`config.mk`:
```
export PLATFORM = sky130hd
export DESIGN_NAME = mem_word_master
export DESIGN_NICKNAME = d
export VERILOG_FILES = /design/src/rtl/mem_word_master.sv
export SDC_FILE = /design/constraint.sdc
export NUM_CORES = 1
export LEC_CHECK = 0
export ABC_AREA = 1
export BUFFER_PORTS_ARGS = -buffer_cell sky130_fd_sc_hd__buf_2
export CORE_AREA = 5 5 117 119
export DETAILED_ROUTE_END_ITERATION = 7
export DIE_AREA = 0 0 122 124
export PLACE_DENSITY_LB_ADDON = 0.05
export SYNTH_ARGS = -nofsm -noshare
export SYNTH_HDL_FRONTEND = slang
export SYNTH_SLANG_ARGS = --single-unit
```
`constraint.sdc`:
```
create_clock -name clk -period 5.23 [get_ports clk]
set_clock_uncertainty 0.05 [all_clocks]
set_input_delay 0.2615 -clock clk [delete_from_list [all_inputs] [get_ports clk]]
set_output_delay 0.2615 -clock clk [all_outputs]
set_load 0.01 [all_outputs]
```
`src/rtl/mem_word_master.sv`:
```
// Byte-serial memory master: turns 32-bit word or single-byte load/store
// requests into 1 or 4 one-cycle byte beats on an 8-bit memory port,
// little-endian, then reports completion with a one-cycle rsp_valid pulse.
module mem_word_master #(
  parameter int WIDTH = 8
) (
  input  logic             clk,
  input  logic             reset,
  input  logic             req_valid,
  output logic             req_ready,
  input  logic             req_write,
  input  logic             req_word,
  input  logic [WIDTH-1:0] req_adr,
  input  logic [31:0]      req_wdata,
  output logic             rsp_valid,
  output logic [31:0]      rsp_rdata,
  output logic             memwrite,
  output logic [WIDTH-1:0] adr,
  output logic [7:0]       writedata,
  input  logic [7:0]       memdata
);

  typedef enum logic [1:0] {IDLE, XFER, DONE} state_t;

  state_t           state_reg, state_next;
  logic [1:0]       cnt_reg, cnt_next;
  logic             write_reg;
  logic             word_reg;
  logic [WIDTH-1:0] adr_reg;
  logic [31:0]      wdata_reg;
  logic [31:0]      acc_reg;     // load bytes gathered so far
  logic [31:0]      rdata_reg;   // last completed load result
  logic [31:0]      acc_next;
  logic [31:0]      merged;
  logic [7:0]       wbyte [4];
  logic             last_beat;
  logic             accept;

  // Per-lane views: store byte for each lane, and the accumulator with the
  // current beat's memory byte dropped into its lane.
  generate
    for (genvar gi = 0; gi < 4; gi++) begin : g_lane
      assign wbyte[gi] = wdata_reg[8*gi +: 8];
      assign merged[8*gi +: 8] = (cnt_reg == 2'(gi)) ? memdata : acc_reg[8*gi +: 8];
    end
  endgenerate

  assign last_beat = word_reg ? (cnt_reg == 2'd3) : 1'b1;
  // Byte loads zero-extend; word loads fill lane cnt.
  assign acc_next  = word_reg ? merged : {24'h0, memdata};
  assign accept    = req_valid && req_ready;
  assign rsp_rdata = rdata_reg;

  // State, beat counter, request capture and load-data assembly.
  always_ff @(posedge clk) begin
    if (reset) begin
      state_reg <= IDLE;
      cnt_reg   <= 2'd0;
      write_reg <= 1'b0;
      word_reg  <= 1'b0;
      adr_reg   <= '0;
      wdata_reg <= 32'h0;
      acc_reg   <= 32'h0;
      rdata_reg <= 32'h0;
    end else begin
      state_reg <= state_next;
      cnt_reg   <= cnt_next;
      if (accept) begin
        write_reg <= req_write;
        word_reg  <= req_word;
        adr_reg   <= req_adr;
        wdata_reg <= req_wdata;
      end
      // Result is published only when the load's final beat completes, so
      // rsp_rdata stays stable through stores and through a load in flight.
      if (state_reg == XFER && !write_reg) begin
        acc_reg <= acc_next;
        if (last_beat) rdata_reg <= acc_next;
      end
    end
  end

  // Next-state and memory-port / handshake outputs; everything is gated
  // off while reset is high.
  always_comb begin
    state_next = state_reg;
    cnt_next   = cnt_reg;
    req_ready  = 1'b0;
    rsp_valid  = 1'b0;
    memwrite   = 1'b0;
    adr        = '0;
    writedata  = 8'h0;
    case (state_reg)
      IDLE: begin
        req_ready = !reset;
        if (req_valid && !reset) begin
          state_next = XFER;
          cnt_next   = 2'd0;
        end
      end
      XFER: begin
        if (!reset) begin
          memwrite  = write_reg;
          adr       = word_reg ? {adr_reg[WIDTH-1:2], cnt_reg} : adr_reg;
          writedata = write_reg ? wbyte[cnt_reg] : 8'h0;
        end
        if (last_beat) state_next = DONE;
        else           cnt_next   = cnt_reg + 2'd1;
      end
      DONE: begin
        rsp_valid  = !reset;
        state_next = IDLE;
      end
      default: state_next = IDLE;
    endcase
  end

endmodule

```
==> impl_metrics.tcl, run 1 <==
set metrics [dict create \
    ios 104 \
    gr-usage-met1 0.226 \
    antenna_found_initial 0 \
    critical_path_arrival_ns 2.90 \
    hold_slack_ns 0.0524 \
    required_ns 5.41 \
    port_buffers 103 \
    slowest_delay_ns 0.83 \
    cts_tree "yes" \
    dieArea_um2 15100 \
    rsz0062_at_grt "no" \
    wirelength_um 13000 \
    power_density_nw_per_um2 312 \
    cp-start-kind "register" \
    clock.fmax_mhz 368 \
    place_inst 991 \
    cts_root_buffer "clkbuf_16" \
    final_hold_viol_count 0 \
    yosysMostFrequentCell "nor2_1" \
    pre_cts_ws_ns 2.44 \
    start_util 0.395 \
    grtUsageMet2 0.298 \
    synth-edff-count 0 \
    finalSetupTns_ns 0 \
    num_vias 4698 \
    synth.area.top_cells "dfxtp_1 45%, nor2_1 16%, nand2_1 14%, o21ai_0 7.5%, nand3_1 4.9%" \
    post_cts_resized 0 \
    placeableCoreArea_um2 12500 \
    grt_overflow 0 \
    fin_ws_ns 2.51 \
    cts.path.max_buffers 2 \
    numClockSinks 110 \
    worst_path_most_repeated_cell "nor2_1" \
    min_period_ns 2.72 \
    setup_viol 0 \
    hold_buffers 0 \
    worst_pin_slew_ns 0.835 \
    crit_fanout 42 \
    routed_via_density 4.67 \
    ys_seq_area_frac 0.447 \
    grt_use_total 0.178 \
    cts_buffers 9 \
    grt_pass1_vias 4439 \
    cellLeakagePower_nw 2.95 \
    post-cts-setup-buffers 0 \
    yosys.area.top_type "dfxtp_1" \
    ys_top_cells_by_count "205 x nor2_1, 183 x nand2_1, 110 x dfxtp_1" \
    outcome "finished clean" \
    min_path_type "in2reg" \
    rows 41 \
    drive_above_1_share 0.162 \
    async_reset_ff_frac 0 \
    num-fill-cells 1372 \
    drc_errors 0 \
    syn_area_um2 4930 \
    hpwl_um 9020 \
    synthDominantCellAreaShare 0.447 \
    wl_per_cell_um 12.9 \
    gp_congestion 0.809 \
    drt_iter0_markers 348 \
    cts.clk_slew.worst_paths_ns 0.07 \
    vdd_drop_max_uv 186 \
    synth-seq-cells 110 \
    slew_headroom 0.443 \
    ys.flop_type "dfxtp_1" \
    busiest_layer "met2" \
    syn_inst 755 \
    fin_util 0.461 \
    crit_chain "ha_1 > inv_4 > nand2_1 > nand3_2 > nor2_1 > nor2_1" \
    fin_crit_sh 0.520 \
    clock_latency_ns 0.35 \
    yosysWarningCount 0 \
    grt_pass1_wl_um 21400 \
    htreeDepth 3 \
    synth_area_per_cell_um2 6.52 \
    grt_max_degree 59 \
    crit_slowest_cell "dfxtp_1" \
    first_pass_iters 4 \
    antenna_cells 0 \
    maxCapViolCount 0 \
    die_w_um 122 \
    ant_nets 0 \
    grtUsageMet3 0.0422 \
    synth_nets 812 \
    layout.nets 887 \
    syn_to_final_growth_pct 16.7 \
    fp.dieH_um 124 \
    ys_types 21 \
    slew_violations 0 \
    path_class "reg2reg" \
    end_kind "register" \
    fin_cells 1007 \
]
-- metal layers --
layer | wire (µm) | vias to the layer above
li1 | - | 2485
met1 | 5950 | 2095
met2 | 6180 | 103
met3 | 650 | 15
met4 | 216 | 0
met5 | 0 | -
-- path summary, 6_finish.rpt --
path	depth (start not counted)	to	slack, ns	from
setup / recovery	6	rsp_rdata[13]	2.51	cnt_reg[0]
hold / removal	3	wdata_reg[5]	0.05	req_wdata[5]
setup reg to reg	6	rsp_rdata[13]	2.51	cnt_reg[0]
hold reg to reg	2	wdata_reg[31]	0.41	wdata_reg[31]
-- cell type report --
cell class	instances	area (µm²)	area share
multi-input combinational	546	2300	0.399
sequential	110	2200	0.383
timing repair buffer	106	538	0.0936
clock buffer	11	233	0.0405
inverter	57	216	0.0376
tap	172	215	0.0374
clock inverter	5	50.0	0.00870
-- cells in the final DEF, fill, tap and decap left out --
cell,instances
nor2_2,3
nand2_2,1
inv_2,8
clkinv_1,1
nand3_1,48
nor2_1,205
a21oi_1,21
o21ai_1,1
buf_4,3
clkbuf_16,9
nand3_2,2
inv_4,1
bufinv_16,1
nand2_1,183
clkinv_2,4
inv_1,47
ha_1,4
dfxtp_1,110
buf_2,103
clkbuf_1,2
nor3_1,1
a31oi_1,3
o21ai_0,74
-- report_power, final --
part           switching (W)  total, W  internal (W)
registers          0.0000297  0.000921      0.000891
clock network       0.000296  0.000664      0.000369
logic               0.000136  0.000211     0.0000750
-- per-stage QoR --
step	instance area, µm²	power [W]
3_5_place_dp	5470	0.00115
2_1_floorplan	4930	0.00108
3_3_place_gp	5470	0.00115
6_report	5750	0.00180
5_1_grt	5750	0.00189
4_1_cts	5750	0.00182
-- critical path: cells and delay by family (launching register included) --
family	cells	cell delay, ns
adder cells (fa/ha/maj)	1	0.52
buffers and inverters	1	0.10
flip-flops	1	0.83
AND/OR/NAND/NOR	4	1.09
-- cells by family (layout without fill, tap and decap cells) --
kind of cell | count (synthesis) | in the layout | synth area share
buffers and inverters | 99 | 179 | 0.0869
DFF | 110 | 110 | 0.447
adders and majority gates | 4 | 4 | 0.0102
and+or+nand+nor | 443 | 443 | 0.355
AOI/OAI and AO/OA | 99 | 99 | 0.101
Note: power is estimated with default switching activity, not from simulation.
==> run 2: changes to the inputs <==
--- a/config.mk
+++ b/config.mk
@@ -5,11 +5,11 @@
 export SDC_FILE = /design/constraint.sdc
 export NUM_CORES = 1
 export LEC_CHECK = 0
-export ABC_AREA = 1
+export ABC_AREA = 0
 export BUFFER_PORTS_ARGS = -buffer_cell sky130_fd_sc_hd__buf_2
-export CORE_AREA = 5 5 117 119
+export CORE_AREA = 5 5 113 115
 export DETAILED_ROUTE_END_ITERATION = 7
-export DIE_AREA = 0 0 122 124
+export DIE_AREA = 0 0 118 120
 export PLACE_DENSITY_LB_ADDON = 0.05
 export SYNTH_ARGS = -nofsm -noshare
 export SYNTH_HDL_FRONTEND = slang
==> constraint.sdc (replaced) <==
create_clock -name clk -period 2.55 [get_ports clk]
set_clock_uncertainty 0.05 [all_clocks]
set_input_delay 0.1275 -clock clk [delete_from_list [all_inputs] [get_ports clk]]
set_output_delay 0.1275 -clock clk [all_outputs]
set_load 0.01 [all_outputs]
==> impl_metrics.tcl, run 2 <==
set metrics [dict create \
    cts.clk_slew.worst_paths_ns 0.07 \
    num_vias 3845 \
    reg2reg_to "rsp_rdata[18]" \
    min_period_ns 2.13 \
    antenna_cells 0 \
    wirelength_um 11900 \
    ys_top_cells_by_count "102 x dfxtp_1, 59 x o21ai_0, 55 x nand2_1" \
    synth_top_family_by_area "simple AND/OR/NAND/NOR gates" \
    path_class "reg2out" \
    synthMuxAreaShare 0.100 \
    final_hold_viol_count 0 \
    ys_types 32 \
    clock.fmax_mhz 468 \
    vdd_drop_max_uv 453 \
    fin_cells 765 \
    drt_iter0_markers 212 \
    setup_viol 0 \
    final_common_cell "buf_2" \
    drc_errors 0 \
    startpoint "cnt_reg[0]" \
    cp-start-kind "register" \
    critical_path.top_delay_family "flip-flops" \
    async_reset_ff_frac 0 \
    htreeDepth 3 \
    endpoint "writedata[3]" \
    syn_inst 494 \
    yosysWarningCount 0 \
    worstHoldPathCells 3 \
    drive_above_1_share 0.244 \
    cp_num_cells 4 \
    gp_congestion 0.731 \
    port_buffers 103 \
    finalSetupTns_ns 0 \
    outcome "finished clean" \
    ys.flop_type "dfxtp_1" \
    placeableCoreArea_um2 11700 \
    synth_area_per_cell_um2 9.12 \
    ios 104 \
    synth-seq-cells 102 \
    syn_area_um2 4500 \
    synth_nets 551 \
    yosys.area_share.adder 0.0111 \
    slew_violations 0 \
    grt_overflow 0 \
    synthSimpleGateAreaFrac 0.196 \
    synth.area.top_cells "dfxtp_1 45%, nand2b_1 6.7%, o21ai_0 6.6%, mux2i_1 6.0%, nand2_1 4.6%" \
    critical_path_arrival_ns 1.96 \
    synth-xor-area-share 0 \
    start_util 0.385 \
    crit_chain "buf_4 > mux4_2 > nor2b_1 > buf_2" \
    slew_headroom 0.493 \
    mostFrequentLayoutCells "103 x buf_2, 102 x dfxtp_1, 59 x o21ai_0, 55 x nand2_1, 48 x nand2b_1" \
    worst_pin_slew_ns 0.761 \
    synth-edff-count 0 \
    grt_use_total 0.174 \
    rsz0062_at_grt "no" \
    wl_per_cell_um 15.5 \
    yosysMostFrequentCell "dfxtp_1" \
    cts_tree "yes" \
    routed_via_density 5.03 \
    syn_to_final_growth_pct 30.1 \
    grt_pass1_wl_um 20200 \
    min_path_type "in2reg" \
    num-fill-cells 1104 \
    first_pass_iters 4 \
    rows 40 \
    fp.dieH_um 120 \
    reg2regPathDepth 4 \
    die_w_um 118 \
    slowest_delay_ns 0.52 \
    antenna_found_initial 0 \
    numClockSinks 102 \
    crit_buf_inv 2 \
    grt_pass1_vias 3875 \
    hold_buffers 42 \
    cts_root_buffer "clkbuf_16" \
    cellLeakagePower_nw 2.33 \
    cts.path.max_buffers 2 \
    end_kind "output port" \
    r2r_slack_ns 0.70 \
    power_density_nw_per_um2 618 \
    worstReg2RegStart "cnt_reg[0]" \
    dieArea_um2 14200 \
    hpwl_um 7700 \
    post-cts-setup-buffers 0 \
    ant_nets 0 \
    synthDominantCellAreaShare 0.453 \
    synth_compound_area_frac 0.189 \
    required_ns 2.37 \
    crit_slowest_cell "dfxtp_1" \
    layout.nets 670 \
    clock_latency_ns 0.35 \
    cts_buffers 9 \
    post_cts_resized 0 \
    grt_max_degree 65 \
    fin_crit_sh 0.837 \
    yosys.area.top_type "dfxtp_1" \
    place_inst 707 \
    ys_seq_area_frac 0.453 \
    maxCapViolCount 0 \
    crit_fanout 7 \
]
-- run 2: cell types whose count changed after synthesis, moves of 15 or more --
| cell | delta |
|---|---|
| inv_1 | -44 |
| nor2b_1 | +26 |
| mux2i_1 | +27 |
| o21ai_0 | -15 |
| nor2_1 | -193 |
| nand3_1 | -33 |
| o41ai_1 | +16 |
| nand2_1 | -128 |
| nand2b_1 | +48 |
| clkbuf_1 | +15 |
| o2bb2ai_1 | +16 |
-- run 2: worst min-delay path, delay by kind of cell --
| kind | cells | cell delay, ns |
|---|---|---|
| AO/OA/AOI/OAI | 1 | 0.05 |
| buffers and inverters | 1 | 0.14 |
| AND/OR/NAND/NOR | 1 | 0.07 |
-- run 2: metrics by stage --
step / area (µm²) / hold WS [ns] / worst slack (ns) / utilization / total power, W
global route: 5860 / 0.0421 / 0.281 / 0.500 / 0.00378
CTS: 5860 / 0.0126 / 0.362 / 0.500 / 0.00368
detailed placement: 5090 / 0.280 / 0.660 / 0.435 / 0.00202
finish: 5860 / 0.0328 / 0.415 / 0.500 / 0.00362
global placement: 5090 / 0.272 / 0.709 / 0.435 / 0.00202
floorplan: 4500 / 0.186 / 0.684 / - / 0.00191
-- run 2: final cells by class --
cell class              count  area, µm²  share of cell area
clock buffers               9        225              0.0384
well taps                 147        184              0.0314
flip-flops and latches    102       2040               0.348
repair buffers            157       1030               0.175
multi-input cells         340       2250               0.384
inverters                   3       11.3             0.00192
clock inverters             7        123              0.0209
-- run 2: how the worst min path moves through the flow --
stage / start / slack (ns) / to
2_1_floorplan: req_adr[0] / 0.19 / adr_reg[0]
3_5_place_dp: req_wdata[9] / 0.28 / wdata_reg[9]
4_1_cts: memdata[2] / 0.01 / acc_reg[2]
3_3_place_gp: req_wdata[8] / 0.27 / wdata_reg[8]
6_report: memdata[2] / 0.03 / acc_reg[2]
5_1_grt: memdata[6] / 0.04 / acc_reg[6]
-- run 2: kinds of logic (layout without fill, tap and decap cells) --
| group | Yosys count | in the layout |
|---|---|---|
| AO/OA/AOI/OAI | 132 | 132 |
| flip-flops | 102 | 102 |
| buffers and inverters | 52 | 176 |
| multiplexers | 35 | 35 |
| adder cells (fa/ha/maj) | 4 | 4 |
| AND/OR/NAND/NOR | 169 | 169 |
-- run 2: metal layers --
metal	global-route usage	part of all wire	routed length, µm
met5	0	0	0
met4	0.0530	0.014	163
met3	0.0589	0.059	702
met2	0.280	0.47	5570
met1	0.222	0.46	5460
-- run 2: power breakdown --
group | switching (W) | internal, W
clock network | 0.000627 | 0.000962
logic | 0.000177 | 0.000163
registers | 0.0000362 | 0.00166
